===== config.mk =====
export PLATFORM = sky130hd
export DESIGN_NAME = vga_timing_ctrl_flat
export DESIGN_NICKNAME = d
export VERILOG_FILES = /design/src/rtl/vga_timing_ctrl_if.sv /design/src/rtl/vga_timing_ctrl.sv /design/src/flat_wrapper.sv
export SDC_FILE = /design/constraint.sdc
export NUM_CORES = 1
export LEC_CHECK = 0
export CORE_MARGIN = 4
export CORE_UTILIZATION = 55
export CTS_CLUSTER_SIZE = 40
export DETAILED_ROUTE_END_ITERATION = 8
export GPL_TIMING_DRIVEN = 0
export PLACE_DENSITY = 0.83
export SLEW_MARGIN = 10
export SYNTH_ARGS = -nofsm -noshare
export SYNTH_HDL_FRONTEND = slang
export SYNTH_SLANG_ARGS = --single-unit

===== constraint.sdc =====
create_clock -name vga_clk -period 4.68 [get_ports vga_clk]
set_input_delay 0.936 -clock vga_clk [delete_from_list [all_inputs] [get_ports vga_clk]]
set_output_delay 0.936 -clock vga_clk [all_outputs]
set_load 0.1 [all_outputs]

===== src/rtl/vga_timing_ctrl_if.sv =====
// ---------------------------------------------------------------------------
// vga_timing_ctrl_if
// Pixel-fetch bus between the timing controller and a pixel-colour source.
//   pix_x    : requested column 0..H_VALID-1, 11'd1023 when idle
//   pix_y    : requested row 0..V_VALID-1, 11'd1023 when idle
//   pix_data : registered 3-bit colour returned by the source, PIX_LAT
//              cycles after the matching request
// master = timing controller (drives coordinates, receives colour)
// slave  = pixel source      (receives coordinates, drives colour)
// ---------------------------------------------------------------------------
interface vga_timing_ctrl_if;
   logic [10:0] pix_x;
   logic [10:0] pix_y;
   logic [2:0]  pix_data;

   modport master (
      output pix_x,
      output pix_y,
      input  pix_data
   );

   modport slave (
      input  pix_x,
      input  pix_y,
      output pix_data
   );
endinterface


===== src/rtl/vga_timing_ctrl.sv =====
// ---------------------------------------------------------------------------
// vga_timing_ctrl
// SVGA 800x600@60 timing generator and pixel-fetch controller.
// Free-running horizontal/vertical counters produce coordinate requests
// PIX_LAT cycles ahead of the active window, so the colour returned by the
// pixel source lines up with the registered hsync/vsync/rgb outputs.
// Ports:
//   vga_clk     in   pixel clock (40 MHz)
//   sys_rstn    in   asynchronous active-low reset
//   pix_if      bus  pixel-fetch bus (master): pix_x/pix_y out, pix_data in
//   hsync       out  registered horizontal sync, active level = SYNC_POL
//   vsync       out  registered vertical sync, active level = SYNC_POL
//   rgb         out  registered colour, 0 outside active video
//   frame_start out  one-cycle pulse with the first hsync of a frame
// PIX_LAT must lie in 1..4.
// ---------------------------------------------------------------------------
module vga_timing_ctrl #(
   parameter int H_SYNC   = 128,
   parameter int H_BACK   = 88,
   parameter int H_VALID  = 800,
   parameter int H_FRONT  = 40,
   parameter int V_SYNC   = 4,
   parameter int V_BACK   = 23,
   parameter int V_VALID  = 600,
   parameter int V_FRONT  = 1,
   parameter int PIX_LAT  = 1,
   parameter bit SYNC_POL = 1'b1
) (
   input  logic               vga_clk,
   input  logic               sys_rstn,
   vga_timing_ctrl_if.master  pix_if,
   output logic               hsync,
   output logic               vsync,
   output logic [2:0]         rgb,
   output logic               frame_start
);

   localparam int H_TOTAL = H_SYNC + H_BACK + H_VALID + H_FRONT;
   localparam int V_TOTAL = V_SYNC + V_BACK + V_VALID + V_FRONT;
   localparam int HS0     = H_SYNC + H_BACK;
   localparam int VS0     = V_SYNC + V_BACK;

   localparam logic [10:0] H_LAST      = 11'(H_TOTAL - 1);
   localparam logic [10:0] V_LAST      = 11'(V_TOTAL - 1);
   localparam logic [10:0] H_SYNC_END  = 11'(H_SYNC);
   localparam logic [10:0] V_SYNC_END  = 11'(V_SYNC);
   // Request window is the active window shifted left by the source latency.
   localparam logic [10:0] REQ_H_FIRST = 11'(HS0 - PIX_LAT);
   localparam logic [10:0] REQ_H_LAST  = 11'(HS0 + H_VALID - 1 - PIX_LAT);
   localparam logic [10:0] ACT_H_FIRST = 11'(HS0);
   localparam logic [10:0] ACT_H_LAST  = 11'(HS0 + H_VALID - 1);
   localparam logic [10:0] ACT_V_FIRST = 11'(VS0);
   localparam logic [10:0] ACT_V_LAST  = 11'(VS0 + V_VALID - 1);
   localparam logic [10:0] COORD_IDLE  = 11'd1023;

   logic [10:0] h_cnt_reg, h_cnt_next;
   logic [10:0] v_cnt_reg, v_cnt_next;
   logic        v_in_win;
   logic        req;
   logic        act;
   logic [10:0] pix_x_next, pix_y_next;

   logic        hsync_reg;
   logic        vsync_reg;
   logic [2:0]  rgb_reg;
   logic        frame_start_reg;

   // ---------------- counters ----------------
   always_comb begin
      h_cnt_next = h_cnt_reg + 11'd1;
      v_cnt_next = v_cnt_reg;
      if (h_cnt_reg == H_LAST) begin
         h_cnt_next = 11'd0;
         v_cnt_next = (v_cnt_reg == V_LAST) ? 11'd0 : v_cnt_reg + 11'd1;
      end
   end

   always_ff @(posedge vga_clk or negedge sys_rstn) begin
      if (!sys_rstn) begin
         h_cnt_reg <= 11'd0;
         v_cnt_reg <= 11'd0;
      end else begin
         h_cnt_reg <= h_cnt_next;
         v_cnt_reg <= v_cnt_next;
      end
   end

   // ---------------- window decode ----------------
   // The subtraction cannot underflow: req already guarantees
   // h_cnt >= REQ_H_FIRST and v_cnt >= ACT_V_FIRST.
   always_comb begin
      v_in_win   = (v_cnt_reg >= ACT_V_FIRST) && (v_cnt_reg <= ACT_V_LAST);
      req        = v_in_win && (h_cnt_reg >= REQ_H_FIRST) && (h_cnt_reg <= REQ_H_LAST);
      act        = v_in_win && (h_cnt_reg >= ACT_H_FIRST) && (h_cnt_reg <= ACT_H_LAST);
      pix_x_next = COORD_IDLE;
      pix_y_next = COORD_IDLE;
      if (req) begin
         pix_x_next = h_cnt_reg - REQ_H_FIRST;
         pix_y_next = v_cnt_reg - ACT_V_FIRST;
      end
   end

   assign pix_if.pix_x = pix_x_next;
   assign pix_if.pix_y = pix_y_next;

   // ---------------- output stage ----------------
   // Everything lags the counters by one cycle, so the colour the source
   // presents while h_cnt = HS0+k (pixel k) is captured into rgb here.
   always_ff @(posedge vga_clk or negedge sys_rstn) begin
      if (!sys_rstn) begin
         hsync_reg       <= ~SYNC_POL;
         vsync_reg       <= ~SYNC_POL;
         rgb_reg         <= 3'b000;
         frame_start_reg <= 1'b0;
      end else begin
         hsync_reg       <= (h_cnt_reg < H_SYNC_END) ~^ SYNC_POL;
         vsync_reg       <= (v_cnt_reg < V_SYNC_END) ~^ SYNC_POL;
         rgb_reg         <= act ? pix_if.pix_data : 3'b000;
         frame_start_reg <= (h_cnt_reg == 11'd0) && (v_cnt_reg == 11'd0);
      end
   end

   assign hsync       = hsync_reg;
   assign vsync       = vsync_reg;
   assign rgb         = rgb_reg;
   assign frame_start = frame_start_reg;

endmodule


===== src/flat_wrapper.sv =====
// flat-port wrapper written by rule: the top's interface ports become plain ports
module vga_timing_ctrl_flat 
#(
   parameter int H_SYNC   = 128,
   parameter int H_BACK   = 88,
   parameter int H_VALID  = 800,
   parameter int H_FRONT  = 40,
   parameter int V_SYNC   = 4,
   parameter int V_BACK   = 23,
   parameter int V_VALID  = 600,
   parameter int V_FRONT  = 1,
   parameter int PIX_LAT  = 1,
   parameter bit SYNC_POL = 1'b1
)
  (vga_clk, sys_rstn, hsync, vsync, rgb, frame_start, pix_if_pix_x, pix_if_pix_y, pix_if_pix_data);
  vga_timing_ctrl_if pix_if_i ();
  input  logic vga_clk;
  input  logic sys_rstn;
  output logic hsync;
  output logic vsync;
  output logic [2:0] rgb;
  output logic frame_start;
  output wire logic [$bits(pix_if_i.pix_x)-1:0] pix_if_pix_x;
  output wire logic [$bits(pix_if_i.pix_y)-1:0] pix_if_pix_y;
  input wire logic [$bits(pix_if_i.pix_data)-1:0] pix_if_pix_data;
  assign pix_if_pix_x = pix_if_i.pix_x;
  assign pix_if_pix_y = pix_if_i.pix_y;
  assign pix_if_i.pix_data = pix_if_pix_data;
  vga_timing_ctrl #(.H_SYNC(H_SYNC), .H_BACK(H_BACK), .H_VALID(H_VALID), .H_FRONT(H_FRONT), .V_SYNC(V_SYNC), .V_BACK(V_BACK), .V_VALID(V_VALID), .V_FRONT(V_FRONT), .PIX_LAT(PIX_LAT), .SYNC_POL(SYNC_POL)) u_core (.vga_clk(vga_clk), .sys_rstn(sys_rstn), .pix_if(pix_if_i), .hsync(hsync), .vsync(vsync), .rgb(rgb), .frame_start(frame_start));
endmodule

== Word-level counts from Yosys, hierarchy flattened ==
Index checks and enable logic that the tools add are counted.

* Output and inout bits: 28
* Word-level logic and storage cells: 33
* Bits of input ports: 5
* Bits in registers: 28

* Add/subtract/negate cells: 4
* Mux-type cells: 5
* Equal/unequal tests: 2
* Reductions and logical operators: 8
* Order comparisons: 8

{| class="wikitable"
|+ Operators by type and width
! cell !! number
|-
| $mux W11 || 4
|-
| $le A11 B10 Y1 const B || 3
|-
| $add A11 B1 Y11 const B || 2
|-
| $ge A11 B8 Y1 const B || 2
|-
| $logic_not A11 Y1 || 2
|-
| $eq A11 B10 Y1 const B || 1
|-
| $eq A11 B11 Y1 const B || 1
|-
| $ge A11 B5 Y1 const B || 1
|-
| $lt A11 B3 Y1 const B || 1
|-
| $lt A11 B8 Y1 const B || 1
|-
| $sub A11 B5 Y11 const B || 1
|-
| $sub A11 B8 Y11 const B || 1
|-
| $logic_and A1 B1 Y1 || 6
|-
| $mux W3 || 1
|}

== Logic depth before layout (Yosys ltp) ==
* Depth in word-level cells: 5
* Gate-level depth with buffers: 7
* Depth with buffers taken out: 5

== Worst setup path before layout ==
OpenSTA, ideal clock, no wires.

* Path type: flip-flop to output port
* Start point: register u_core.h_cnt_reg[0]
* End point: output port pix_if_pix_x[8]
* Stages on the path, launching flop included: 6
* Setup slack: 1011 ps
* Data required time: 3744 ps
* Arrival time: 2733 ps
* Path buffers: 0
* Cells stage by stage: dfrtp_1 ha_1 a21o_1 a21oi_1 nor3_1 o211ai_1

* Longest elaborated chain between the ends: 4
* Elaborated cells on any way between the ends: 6
* Classes of those cells: add/sub: 1; order compare: 2; mux: 1; reduce/logical: 2

{| class="wikitable"
|+ RTL lines
! item !! line !! RTL
|-
| from (decl) || vga_timing_ctrl.sv:56 || <nowiki>logic [10:0] h_cnt_reg, h_cnt_next;</nowiki>
|-
| from (signal assigned) || vga_timing_ctrl.sv:83 || <nowiki>h_cnt_reg <= h_cnt_next;</nowiki>
|-
| $ge A11 B8 Y1 || vga_timing_ctrl.sv:93 || <nowiki>req = v_in_win && (h_cnt_reg >= REQ_H_FIRST) && (h_cnt_reg <= REQ_H_LAST);</nowiki>
|-
| $logic_and A1 B1 Y1 (2 in a row) || vga_timing_ctrl.sv:93 ||
|-
| $mux W11 * || vga_timing_ctrl.sv:97 || <nowiki>if (req) begin</nowiki>
|-
| to (decl) || flat_wrapper.sv:23 || <nowiki>output wire logic [$bits(pix_if_i.pix_x)-1:0] pix_if_pix_x;</nowiki>
|}

Every way passes the cells marked *; elsewhere a longest branch is shown, timed or not.

== Worst setup path after layout ==
* Start point: register u_core.v_cnt_reg[0]
* End point: output port pix_if_pix_y[7]

* Longest elaborated chain between the ends: 5
* Elaborated cells on any way between the ends: 7
* Classes of those cells: add/sub: 1; order compare: 2; mux: 1; reduce/logical: 3

{| class="wikitable"
|+ RTL lines
! item !! line !! RTL
|-
| from (decl) || vga_timing_ctrl.sv:57 || <nowiki>logic [10:0] v_cnt_reg, v_cnt_next;</nowiki>
|-
| from (signal assigned) || vga_timing_ctrl.sv:84 || <nowiki>v_cnt_reg <= v_cnt_next;</nowiki>
|-
| $ge A11 B5 Y1 / $le A11 B10 Y1 (equally long branches) || vga_timing_ctrl.sv:92 || <nowiki>v_in_win = (v_cnt_reg >= ACT_V_FIRST) && (v_cnt_reg <= ACT_V_LAST);</nowiki>
|-
| $logic_and A1 B1 Y1 || vga_timing_ctrl.sv:92 ||
|-
| $logic_and A1 B1 Y1 (2 in a row) || vga_timing_ctrl.sv:93 ||
|-
| $mux W11 * || vga_timing_ctrl.sv:97 ||
|-
| to (decl) || flat_wrapper.sv:24 || <nowiki>output wire logic [$bits(pix_if_i.pix_y)-1:0] pix_if_pix_y;</nowiki>
|}

Marked as above.

==> results.toml <==
[clock_tree]
clkTransAtPathRegs_ns = 0.15
cts.sinks = 28
postCtsHoldBufs = 0
cts_root_buf = "clkbuf_4"
clock_latency_ns = 0.33
cts_tree = "yes"
cts_buffers = 3
clock_path_buffers = 2
htree_levels = 1

[synth]
syn_area_sq_mm = 0.00191
ys_warn_count = 0
synth-edff-count = 0
synthTopCellsByArea = "dfrtp_1 37%, nand3_1 6.8%, xnor2_1 6.4%, xor2_1 4.6%, o21ai_0 2.9%"
post_synth.cell_area_avg_sq_um = 8.68
synth_largest_area_cell = "dfrtp_1"
synth_ff_type = "dfrtp_1"
synthTopCellsByCount = "28 x dfrtp_1, 26 x nand3_1, 14 x xnor2_1"
synth_cell_types = 47
ys_ff_latch = 28
synth_fp_nets = 229
syn_inst = 220
yosysMostFrequentCell = "dfrtp_1"
synth-async-reset-ratio_pct = 100
ys_seq_area_share_pct = 36.7
yosysTopAreaCellShare_pct = 36.7

[critical_path]
cpMaxStageDelayCell = "clkdlybuf4s50_1"
crit_type = "reg2out"
endpoint_kind = "output pin"
regToRegSetupSlack_ns = 2.41
cp-start-kind = "flip-flop"
cp_max_fo = 10
r2r-end = "u_core.v_cnt_reg[10]"
max_stage_delay_ns = 1.00
path_cells = "ha_1, clkbuf_1, a211oi_1, o211a_1, nor3_1, clkbuf_1, nand3_1, clkdlybuf4s50_1"
crit_top_cell = "clkbuf_1"
crit_required_ns = 3.74
reg2reg_depth = 6
worstPathArrival_ns = 3.52
r2r-start = "u_core.h_cnt_reg[0]"

[route]
vias = 1798
drt_wl_total_microns = 4750
drtIter0Drc = 184
wl_per_cell_microns = 15.7
viasPerCell = 5.95
ant_nets = 0
dr.pass1.iters = 4
drc = 0

[placement]
dp.final_hpwl_microns = 3410
portBuffers = 32
placed_area_sq_mm = 0.00228
routabilityCongestion = 0.906
dp_slack_ns = 0.567

[timing]
setup_ws_ns = 0.220
hold_slack_ns = 0.579
tightest_slew_ns = 0.976
final-hold-violation-count = 0
final_max_slew_viol_count = 0
max_freq_mhz = 224
fin_crit_ns = 4.46
slew_headroom_pct = 34.8
setup_tns_ns = 0
fin_crit_sh_pct = 95.3
rsz0062_at_grt = "no"
fin_skew_ns = 0.00450
finalSetupViolCount = 0

[floorplan]
dieArea_sq_mm = 0.00448
initial_utilization_pct = 57.2
io_pins = 33
die_w_microns = 66.9
fp-row-count = 21
die_h_microns = 66.9
core_sq_mm = 0.00334

[power]
pwr_density_cell_mw_per_mm2 = 158
cellLeakagePower_nw = 0.986
finalPower_w = 0.000370
vdd_drop_max_v = 0.0000832

[layout]
fill_cells = 284
drive_gt1_share_pct = 7.42
syn2layout_area_growth_pct = 22.3
num_antenna_cells = 0
stdcell_area_sq_mm = 0.00234
fin_nets = 266

[global_routing]
grt_pass1_wl_microns = 8000
grt.overflow.total = 0
grt_max_degree = 29
grt_pass1_vias = 1674
antenna_found_initial = 0
grtUsageTotal_pct = 23.1

[job]
drv_cap = 0

[worst_hold_path]
hp-class = "reg2reg"
holdPathStages = 1
holdPathEnd = "u_core.h_cnt_reg[0]"
worstHoldStart = "u_core.h_cnt_reg[0]"

[outcome]
status = "finished, final reports clean"
-- placed cells by master, fill, tap and decap left out, types with 5 or more instances in the layout --
cell type / netlist / final
nor3_1: 5 / 5
buf_2: 5 / 6
clkdlybuf4s50_1: 0 / 24
dlymetal6s2s_1: 0 / 7
o21ai_0: 11 / 11
dfrtp_1: 28 / 28
nor2_1: 12 / 12
nand3b_1: 5 / 5
xor2_1: 10 / 10
clkbuf_1: 11 / 11
nand3_1: 26 / 26
xnor2_1: 14 / 14
nand2_1: 9 / 9
a21oi_1: 8 / 8
inv_1: 9 / 9
-- cells by family after synthesis --
logic type	after synthesis	synth area share, %
and+or+nand+nor	92	27.7
DFF	28	36.7
xor gates and xnor gates	24	11.0
buffers and inverters	29	6.88
muxes	1	0.590
adders and majority gates	4	2.62
AOI/OAI and AO/OA	42	14.5
-- where the power goes --
group,total [W],internal [W],switching [W]
Combinational,0.00000728,0.00000247,0.00000481
Sequential,0.000242,0.000242,0
Clock,0.000120,0.0000477,0.0000728
-- per-stage QoR --
stage / util, % / std cells
after floorplan: - / 220
after global placement: 68.5 / 298
after detailed placement: 68.4 / 298
after CTS: 69.5 / 302
after global routing: 70.0 / 302
final: 70.0 / 302
-- critical path: cells and delay by family (launching register included) --
kind	cells	cell delay, ns
AOI/OAI and AO/OA	2	0.35
adders and majority gates	1	0.19
buffers and inverters	3	1.75
DFF	1	0.51
and+or+nand+nor	2	0.38
-- what timing repair did --
item / CTS / global route
gates resized for setup: 0 / 7
setup buffers: 0 / 0
endpoints found under the setup margin: 0 / 7
hold endpoints to repair: 0 / 0
-- metal layers --
| metal | up-vias | global-route usage [%] | routed length [microns] |
|---|---|---|---|
| met5 | - | 0 | 0 |
| met4 | 0 | 6.33 | 45 |
| met3 | 5 | 2.02 | 370 |
| met2 | 73 | 35.4 | 2140 |
| met1 | 860 | 34.5 | 2190 |
| li1 | 860 | - | - |
-- worst max path at each step --
stage / from / cells past startpoint / end / slack [ns]
after floorplan: u_core.h_cnt_reg[0] / 5 / pix_if_pix_x[8] / 1.01
after global placement: u_core.v_cnt_reg[0] / 8 / pix_if_pix_x[10] / 0.67
after detailed placement: u_core.v_cnt_reg[0] / 8 / pix_if_pix_x[10] / 0.57
after CTS: u_core.v_cnt_reg[0] / 8 / pix_if_pix_x[10] / 0.18
after global routing: u_core.v_cnt_reg[0] / 8 / pix_if_pix_y[9] / 0.002
final: u_core.v_cnt_reg[0] / 8 / pix_if_pix_y[7] / 0.22
-- final cells by class --
class | instances | area [sq um] | area share [%]
tap | 46 | 57.6 | 2.46
buffer | 20 | 97.6 | 4.18
inverter | 9 | 33.8 | 1.45
timing repair buffer | 32 | 333 | 14.2
clock buffer | 4 | 36.3 | 1.55
multi-input combinational | 163 | 1080 | 46.1
sequential | 28 | 701 | 30.0
Note: power is estimated with default switching activity, not from simulation.
